===== src/rtl/csr_trap_unit.sv =====
// csr_trap_unit: machine-mode CSR file with a 64-bit mtime counter, fixed-priority
// trap entry, mret handling and a valid/ready PC redirect toward the fetch stage.
// Build option: define CSR_COUNTERS_EN to add mcycle/minstret and the inst_retire input.
module csr_trap_unit #(
  parameter int          XLEN         = 32,
  parameter int          NUM_PLAT_IRQ = 4,
  parameter logic [31:0] HART_ID      = 32'h0000_0000,
  parameter logic [31:0] MTVEC_RESET  = 32'h0000_0000
) (
  input  logic                                        clk,
  input  logic                                        rst,
`ifdef CSR_COUNTERS_EN
  input  logic                                        inst_retire,
`endif
  input  logic [11:0]                                 csr_raddr,
  output logic [XLEN-1:0]                             csr_rdata,
  input  logic                                        csr_we,
  input  logic [11:0]                                 csr_waddr,
  input  logic [1:0]                                  csr_wop,
  input  logic [XLEN-1:0]                             csr_wdata,
  input  logic                                        exc_valid,
  input  logic [4:0]                                  exc_code,
  input  logic [XLEN-1:0]                             exc_pc,
  input  logic [XLEN-1:0]                             exc_tval,
  input  logic [XLEN-1:0]                             int_pc,
  input  logic                                        branch_hazard,
  input  logic                                        mret_valid,
  input  logic                                        meip,
  input  logic                                        msip,
  input  logic [((NUM_PLAT_IRQ > 0) ? NUM_PLAT_IRQ : 1)-1:0] plat_irq,
  input  logic [63:0]                                 mtimecmp,
  input  logic                                        time_tick,
  output logic [63:0]                                 mtime,
  output logic                                        redirect_valid,
  output logic [XLEN-1:0]                             redirect_pc,
  input  logic                                        redirect_ready
);

  typedef enum logic [0:0] {ST_RUN = 1'b0, ST_REDIR = 1'b1} state_t;

  // Platform lines occupy mip/mie bits 16 upward; a zero-line build masks them all off.
  localparam logic [31:0] PLAT_MASK  = ((32'h1 << NUM_PLAT_IRQ) - 32'h1) << 16;
  localparam logic [31:0] MIE_MASK   = 32'h0000_0888 | PLAT_MASK;
  localparam logic [31:0] MTVEC_MASK = 32'hFFFF_FFFD;
  localparam logic [31:0] MEPC_MASK  = 32'hFFFF_FFFC;
  localparam logic [31:0] MISA_VAL   = 32'h4000_0100;

  state_t      r_state;
  logic        r_mstatus_mie;
  logic        r_mstatus_mpie;
  logic [31:0] r_mie;
  logic [31:0] r_mtvec;
  logic [31:0] r_mscratch;
  logic [31:0] r_mepc;
  logic [31:0] r_mcause;
  logic [31:0] r_mtval;
  logic [31:0] r_redirect_pc;
  logic        r_redirect_valid;
  logic [63:0] r_mtime;
`ifdef CSR_COUNTERS_EN
  logic [63:0] r_mcycle;
  logic [63:0] r_minstret;
`endif

  logic [31:0] w_mstatus;
  logic [31:0] w_mstatus_wv;
  logic [31:0] w_mip;
  logic [31:0] w_pend;
  logic [31:0] w_rdata;
  logic [31:0] w_trap_vec;
  logic        w_mtip;
  logic        w_irq_take;
  logic        w_trap;
  logic        w_mret;
  logic        w_wr_en;
  logic [4:0]  w_irq_cause;

  // Read-modify-write operand: 01 write, 10 set, 11 clear, 00 keeps the old value.
  function automatic logic [31:0] csr_wval(input logic [31:0] old_v,
                                           input logic [31:0] wd,
                                           input logic [1:0]  op);
    case (op)
      2'b01:   csr_wval = wd;
      2'b10:   csr_wval = old_v | wd;
      2'b11:   csr_wval = old_v & ~wd;
      default: csr_wval = old_v;
    endcase
  endfunction

  assign w_mstatus    = {19'd0, 2'b11, 3'd0, r_mstatus_mpie, 3'd0, r_mstatus_mie, 3'd0};
  assign w_mstatus_wv = csr_wval(w_mstatus, csr_wdata, csr_wop);
  assign w_mtip       = (r_mtime >= mtimecmp);
  assign w_mip        = {20'd0, meip, 3'd0, w_mtip, 3'd0, msip, 3'd0}
                      | ((32'(plat_irq) << 16) & PLAT_MASK);
  assign w_pend       = w_mip & r_mie;
  assign w_irq_take   = r_mstatus_mie & (|w_pend);
  assign w_trap       = (r_state == ST_RUN) & ~branch_hazard & (exc_valid | w_irq_take);
  assign w_mret       = (r_state == ST_RUN) & mret_valid & ~w_trap;
  assign w_wr_en      = (r_state == ST_RUN) & csr_we & ~w_trap;
  // Vectored mode only offsets interrupts; an exception always wins the trap slot.
  assign w_trap_vec   = {r_mtvec[31:2], 2'b00}
                      + ((r_mtvec[0] & ~exc_valid) ? {25'd0, w_irq_cause, 2'b00} : 32'd0);

  // Fixed-priority interrupt cause: MEI, MSI, MTI, then the lowest platform line.
  always_comb begin
    w_irq_cause = 5'd0;
    if (w_pend[11]) begin
      w_irq_cause = 5'd11;
    end else if (w_pend[3]) begin
      w_irq_cause = 5'd3;
    end else if (w_pend[7]) begin
      w_irq_cause = 5'd7;
    end else begin
      for (int i = 31; i >= 16; i--) begin
        if (w_pend[i]) begin
          w_irq_cause = 5'(i);
        end else begin
          w_irq_cause = w_irq_cause;
        end
      end
    end
  end

  // Combinational CSR read port; unimplemented addresses read zero.
  always_comb begin
    w_rdata = 32'd0;
    case (csr_raddr)
      12'h300: w_rdata = w_mstatus;
      12'h301: w_rdata = MISA_VAL;
      12'h304: w_rdata = r_mie;
      12'h305: w_rdata = r_mtvec;
      12'h340: w_rdata = r_mscratch;
      12'h341: w_rdata = r_mepc;
      12'h342: w_rdata = r_mcause;
      12'h343: w_rdata = r_mtval;
      12'h344: w_rdata = w_mip;
      12'hF14: w_rdata = HART_ID;
`ifdef CSR_COUNTERS_EN
      12'hB00: w_rdata = r_mcycle[31:0];
      12'hB80: w_rdata = r_mcycle[63:32];
      12'hB02: w_rdata = r_minstret[31:0];
      12'hB82: w_rdata = r_minstret[63:32];
`endif
      default: w_rdata = 32'd0;
    endcase
  end

  // Sequential state: timers, CSR writes, then trap/mret so mret owns MIE/MPIE on a collision.
  always_ff @(posedge clk) begin
    if (rst) begin
      r_state          <= ST_RUN;
      r_mstatus_mie    <= 1'b0;
      r_mstatus_mpie   <= 1'b0;
      r_mie            <= 32'd0;
      r_mtvec          <= MTVEC_RESET;
      r_mscratch       <= 32'd0;
      r_mepc           <= 32'd0;
      r_mcause         <= 32'd0;
      r_mtval          <= 32'd0;
      r_redirect_pc    <= 32'd0;
      r_redirect_valid <= 1'b0;
      r_mtime          <= 64'd0;
`ifdef CSR_COUNTERS_EN
      r_mcycle         <= 64'd0;
      r_minstret       <= 64'd0;
`endif
    end else begin
      r_mtime <= r_mtime + {63'd0, time_tick};
`ifdef CSR_COUNTERS_EN
      r_mcycle   <= r_mcycle + 64'd1;
      r_minstret <= r_minstret + {63'd0, inst_retire};
`endif
      if (w_wr_en) begin
        case (csr_waddr)
          12'h300: begin
            r_mstatus_mie  <= w_mstatus_wv[3];
            r_mstatus_mpie <= w_mstatus_wv[7];
          end
          12'h304: r_mie      <= csr_wval(r_mie, csr_wdata, csr_wop) & MIE_MASK;
          12'h305: r_mtvec    <= csr_wval(r_mtvec, csr_wdata, csr_wop) & MTVEC_MASK;
          12'h340: r_mscratch <= csr_wval(r_mscratch, csr_wdata, csr_wop);
          12'h341: r_mepc     <= csr_wval(r_mepc, csr_wdata, csr_wop) & MEPC_MASK;
          12'h342: r_mcause   <= csr_wval(r_mcause, csr_wdata, csr_wop);
          12'h343: r_mtval    <= csr_wval(r_mtval, csr_wdata, csr_wop);
`ifdef CSR_COUNTERS_EN
          12'hB00: r_mcycle[31:0]    <= csr_wval(r_mcycle[31:0], csr_wdata, csr_wop);
          12'hB80: r_mcycle[63:32]   <= csr_wval(r_mcycle[63:32], csr_wdata, csr_wop);
          12'hB02: r_minstret[31:0]  <= csr_wval(r_minstret[31:0], csr_wdata, csr_wop);
          12'hB82: r_minstret[63:32] <= csr_wval(r_minstret[63:32], csr_wdata, csr_wop);
`endif
          default: begin
          end
        endcase
      end
      case (r_state)
        ST_RUN: begin
          if (w_trap) begin
            r_mepc           <= (exc_valid ? exc_pc : int_pc) & MEPC_MASK;
            r_mcause         <= exc_valid ? {27'd0, exc_code} : {1'b1, 26'd0, w_irq_cause};
            r_mtval          <= exc_valid ? exc_tval : 32'd0;
            r_mstatus_mpie   <= r_mstatus_mie;
            r_mstatus_mie    <= 1'b0;
            r_redirect_pc    <= w_trap_vec;
            r_redirect_valid <= 1'b1;
            r_state          <= ST_REDIR;
          end else if (w_mret) begin
            r_mstatus_mie    <= r_mstatus_mpie;
            r_mstatus_mpie   <= 1'b1;
            r_redirect_pc    <= r_mepc;
            r_redirect_valid <= 1'b1;
            r_state          <= ST_REDIR;
          end
        end
        ST_REDIR: begin
          if (redirect_ready) begin
            r_redirect_valid <= 1'b0;
            r_state          <= ST_RUN;
          end
        end
        default: begin
          r_redirect_valid <= 1'b0;
          r_state          <= ST_RUN;
        end
      endcase
    end
  end

  assign csr_rdata      = w_rdata;
  assign mtime          = r_mtime;
  assign redirect_valid = r_redirect_valid;
  assign redirect_pc    = r_redirect_pc;

endmodule


===== config.mk =====
export PLATFORM = sky130hd
export DESIGN_NAME = csr_trap_unit
export DESIGN_NICKNAME = d
export VERILOG_FILES = /design/src/rtl/csr_trap_unit.sv
export SDC_FILE = /design/constraint.sdc
export NUM_CORES = 1
export LEC_CHECK = 0
export BUFFER_PORTS_ARGS = -buffer_cell sky130_fd_sc_hd__buf_2
export CAP_MARGIN = 20
export CORE_MARGIN = 2
export CORE_UTILIZATION = 54
export CTS_CLUSTER_SIZE = 14
export DETAILED_ROUTE_END_ITERATION = 7
export GPL_TIMING_DRIVEN = 0
export HOLD_SLACK_MARGIN = 0.08
export PLACE_DENSITY = 0.8
export SYNTH_ARGS = -nofsm -noshare
export SYNTH_HDL_FRONTEND = slang
export SYNTH_SLANG_ARGS = --single-unit

===== constraint.sdc =====
create_clock -name clk -period 6.55 [get_ports clk]
set_clock_uncertainty 0.1 [all_clocks]
set_input_delay 0.9825 -clock clk [delete_from_list [all_inputs] [get_ports clk]]
set_output_delay 0.9825 -clock clk [all_outputs]
set_load 0.1 [all_outputs]

==> metrics.md <==
| Metric | Value |
|---|---|
| Outcome | complete, no violations |
| Max Freq | 158.2 MHz |
| Fraction of layout cells with a size suffix above 1 | 0.1824 |
| Cell Pwr Density | 211.7 nW/µm² |
| CP peak stage delay | 0.53 ns |
| Mapped Cells | 2041 |
| Max_slew headroom | 0.2101 |
| Hold WS | 0.3559 ns |
| GRT busiest layer | met2 |
| Core ar. | 28550 µm² |
| Die Width | 173.6 µm |
| Met2 GRT Util | 0.6290 |
| IO Count | 366 |
| Clock root cell | clkbuf_16 |
| Antenna Nets Post-Route | 0 |
| Skew-Pair Late Insertion Delay | around 0.58 ns |
| Starting Density | 0.5440 |
| Synth warn | 0 |
| H-Tree Depth | 1 |
| Critical path buffers and inverters | 4 |
| Largest net degree at the start of global routing | 15 |
| Worst Path Class, Setup | input pin to register |
| First-pass DRT Iterations | 8 |
| Crit path DAT | between 6 and 7 ns |
| Yosys reg bits | 266 |
| Hold crit path type | register to register |
| Worst Path Max Fanout | 6 |
| Seq. cell area | between 5000 and 6000 µm² |
| Clock Tree Buf Depth | 3 |
| # nets final | 2715 |
| Area grow syn2layout | 20.94% |
| Most frequent cells in the layout | buf_2, nand2_1, a21oi_1, dfxtp_1, nor2_1 |
| DRT Wirelength | 65.84 mm |
| IO buf count | 328 |
| Critical path endpoint category | register |
| Crit start category | input pin |
| Initial antenna violation count | 4 |
| Total leakage power | 7.771 nW |
| Final Wtd Congestion | 1.008 |
| Most common library cell in the layout ignoring fill and taps | buf_2 |
| Total track usage | 0.4153 |
| Fillcell total | 2519 |
| Via-per-instance ratio | 6.462 |
| Max-Cap Viols | 0 |
| CTS sink cnt | around 270 |
| CTS tree | done |
| Netlist cell types | 67 |
| Num rows | 62 |
| Worst-path clk slew | 0.06 ns |
| Multi-input gate area | 9265 µm² |
| Max IR drop VDD | 0.1481 mV |
| Die H | ~170 µm |
| First DRT Iteration DRCs | 2832 |
| Met3 Use GR | 0.1007 |
| DRC | 0 |
| Vias | 18210 |
| First-pass GRT wire length | about 100 mm |
| Unrepaired setup endpoints after global routing | no |
| M1 GR Usage | 0.5457 |
| Final core occ | 0.6579 |
| Final period util | 0.9650 |
| Final hold violation count | 0 |
| Worst Tran Pin Value | 1.185 ns |
| Ys async rst share | 0 |
| Net count after synthesis | 2350 |
| Final setup fails | 0 |
| CTS Buf Count | 30 |
| Routed length per placed instance | 23.36 µm |
| Die area | 30130 µm² |
| Vias in the first global route | 17150 |
| Sequential share of the synthesized area | 0.3429 |
| Cts hold-fix bufs | 0 |
| Dpl hpwl | approximately 47 mm |
| Crit-path cells | buf_2 -> inv_1 -> ha_1 -> nand4_1 -> nor4_1 -> nand4_1 -> a211oi_2 -> nor4_4 -> o21ai_0 -> a21oi_1 -> nor2_1 -> ha_1 -> fa_1 -> a21oi_1 -> o21bai_1 -> a21oi_2 -> or2_2 -> clkbuf_1 -> nor3_1 -> buf_4 -> nand3_1 -> xnor2_1 -> nor2_1 -> a311oi_1 |
| EDFF count, synth | 0 |
| Top_reg_cell synth | dfxtp_1 |
| Largest delay contributor family on the critical path | simple AND/OR/NAND/NOR gates |
| Fin crit period | about 6.3 ns |
| Critical Path RT | approximately 6.9 ns |
| Area of the mapped netlist | between 15000 and 20000 µm² |
| Max-slew violation count | 0 |
| Total grt overflow | 0 |
| Worst path slowest cell | nor4_1 |
| Syn avg cell area | 7.608 µm² |
power by group:
group          internal [mW]  leakage, nW  total, mW  switching [mW]
registers               1.64         2.15       1.66          0.0177
clock network           1.11        0.530       1.85           0.743
logic                  0.135         5.09      0.464           0.328
total                   2.89         7.77       3.98            1.09
area by class of cell:
cell class / instances / area share
clock buffers: 38 / 0.04537
multi-input cells: 1538 / 0.4933
repair buffers: 333 / 0.08927
clock inverters: 17 / 0.01146
diodes: 5 / 0.0006662
well taps: 384 / 0.02558
inverters: 80 / 0.01599
flip-flops and latches: 266 / 0.2835
plain buffers: 157 / 0.03478
repair_timing:
action | in CTS | in global routing
setup endpoints to repair | 0 | 5
setup buffers | 0 | 0
gates resized for setup | 0 | 2
cells in the mapped netlist, drive strengths merged (5+ instances only):
| cell type | n | share of area |
|---|---|---|
| and4 | 10 | 0.0056 |
| dfxtp | 266 | 0.34 |
| a22oi | 37 | 0.018 |
| nand3 | 92 | 0.030 |
| or3 | 13 | 0.0056 |
| buf | 28 | 0.011 |
| a21oi | 292 | 0.094 |
| a222oi | 31 | 0.020 |
| xor2 | 46 | 0.026 |
| a221oi | 5 | 0.0032 |
| o21ai | 96 | 0.031 |
| nor4 | 12 | 0.0081 |
| nor2 | 188 | 0.046 |
| o31ai | 32 | 0.015 |
| nand2b | 6 | 0.0024 |
| a31oi | 26 | 0.010 |
| a211oi | 43 | 0.025 |
| xnor2 | 64 | 0.036 |
| mux2i | 33 | 0.021 |
| ha | 71 | 0.057 |
| and2 | 10 | 0.0042 |
| nand4 | 21 | 0.0085 |
| o31a | 5 | 0.0028 |
| inv | 78 | 0.019 |
| clkbuf | 129 | 0.031 |
| nor3 | 19 | 0.0068 |
| a311oi | 28 | 0.016 |
| and3 | 17 | 0.0068 |
| nand2 | 297 | 0.072 |
cells by family after synthesis:
group,Yosys count,synth area share
AO/OA/AOI/OAI,618,0.2478
XOR/XNOR,110,0.06204
adder cells (fa/ha/maj),72,0.05850
buffers and inverters,237,0.06140
flip-flops,266,0.3429
multiplexers,34,0.02272
AND/OR/NAND/NOR,704,0.2046
metal layers:
metal,wire (µm),up-vias
met5,0,-
met4,4005,0
met3,9056,277
met2,27930,1464
met1,24850,8470
li1,-,7998
metrics by stage:
stage	cells	TNS, ns	worst slack, ns	area, µm²	total power [mW]
after floorplan	2041	0	1.434	15530	1.961
after global placement	2753	-8.293	-0.8744	17650	2.128
after detailed placement	2757	-1.396	-0.3099	17690	2.137
after CTS	2812	0	0.2249	18750	3.937
after global routing	2816	0	0.08038	18780	4.045
final	2818	0	0.2294	18780	3.976
final timing paths:
check / depth (start not counted) / slack [ns] / to / from
worst min-delay path: 2 / 0.36 / redirect_pc[0] / redirect_pc[0]
worst min register to register: 2 / 0.36 / redirect_pc[0] / redirect_pc[0]
worst max-delay path: 24 / 0.23 / redirect_pc[30] / mtimecmp[62]
worst max register to register: 22 / 0.37 / redirect_pc[30] / mtime[62]
sequential cells by signal, summed over array words and instances (netlist names):
name,flops
r_mstatus_mie,1
r_mstatus_mpie,1
r_mscratch,32
redirect_valid,1
redirect_pc,32
r_mcause,32
r_state,1
r_mepc,32
r_mtvec,31
r_mtval,32
mtime,64
r_mie,7
worst reg2reg max path: stages (launching register included):
cell and delay, ns:
dfxtp_1 0.35, ha_1 0.33, nand4_1 0.22, nor4_1 0.53, nand4_1 0.36, a211oi_2 0.42
nor4_4 0.16, o21ai_0 0.53, a21oi_1 0.21, nor2_1 0.20, ha_1 0.26, fa_1 0.24
a21oi_1 0.11, o21bai_1 0.27, a21oi_2 0.19, or2_2 0.32, clkbuf_1 0.20, nor3_1 0.24
buf_4 0.21, nand3_1 0.11, xnor2_1 0.19, nor2_1 0.08, a311oi_1 0.27
Power figures use the tool's default switching activity.
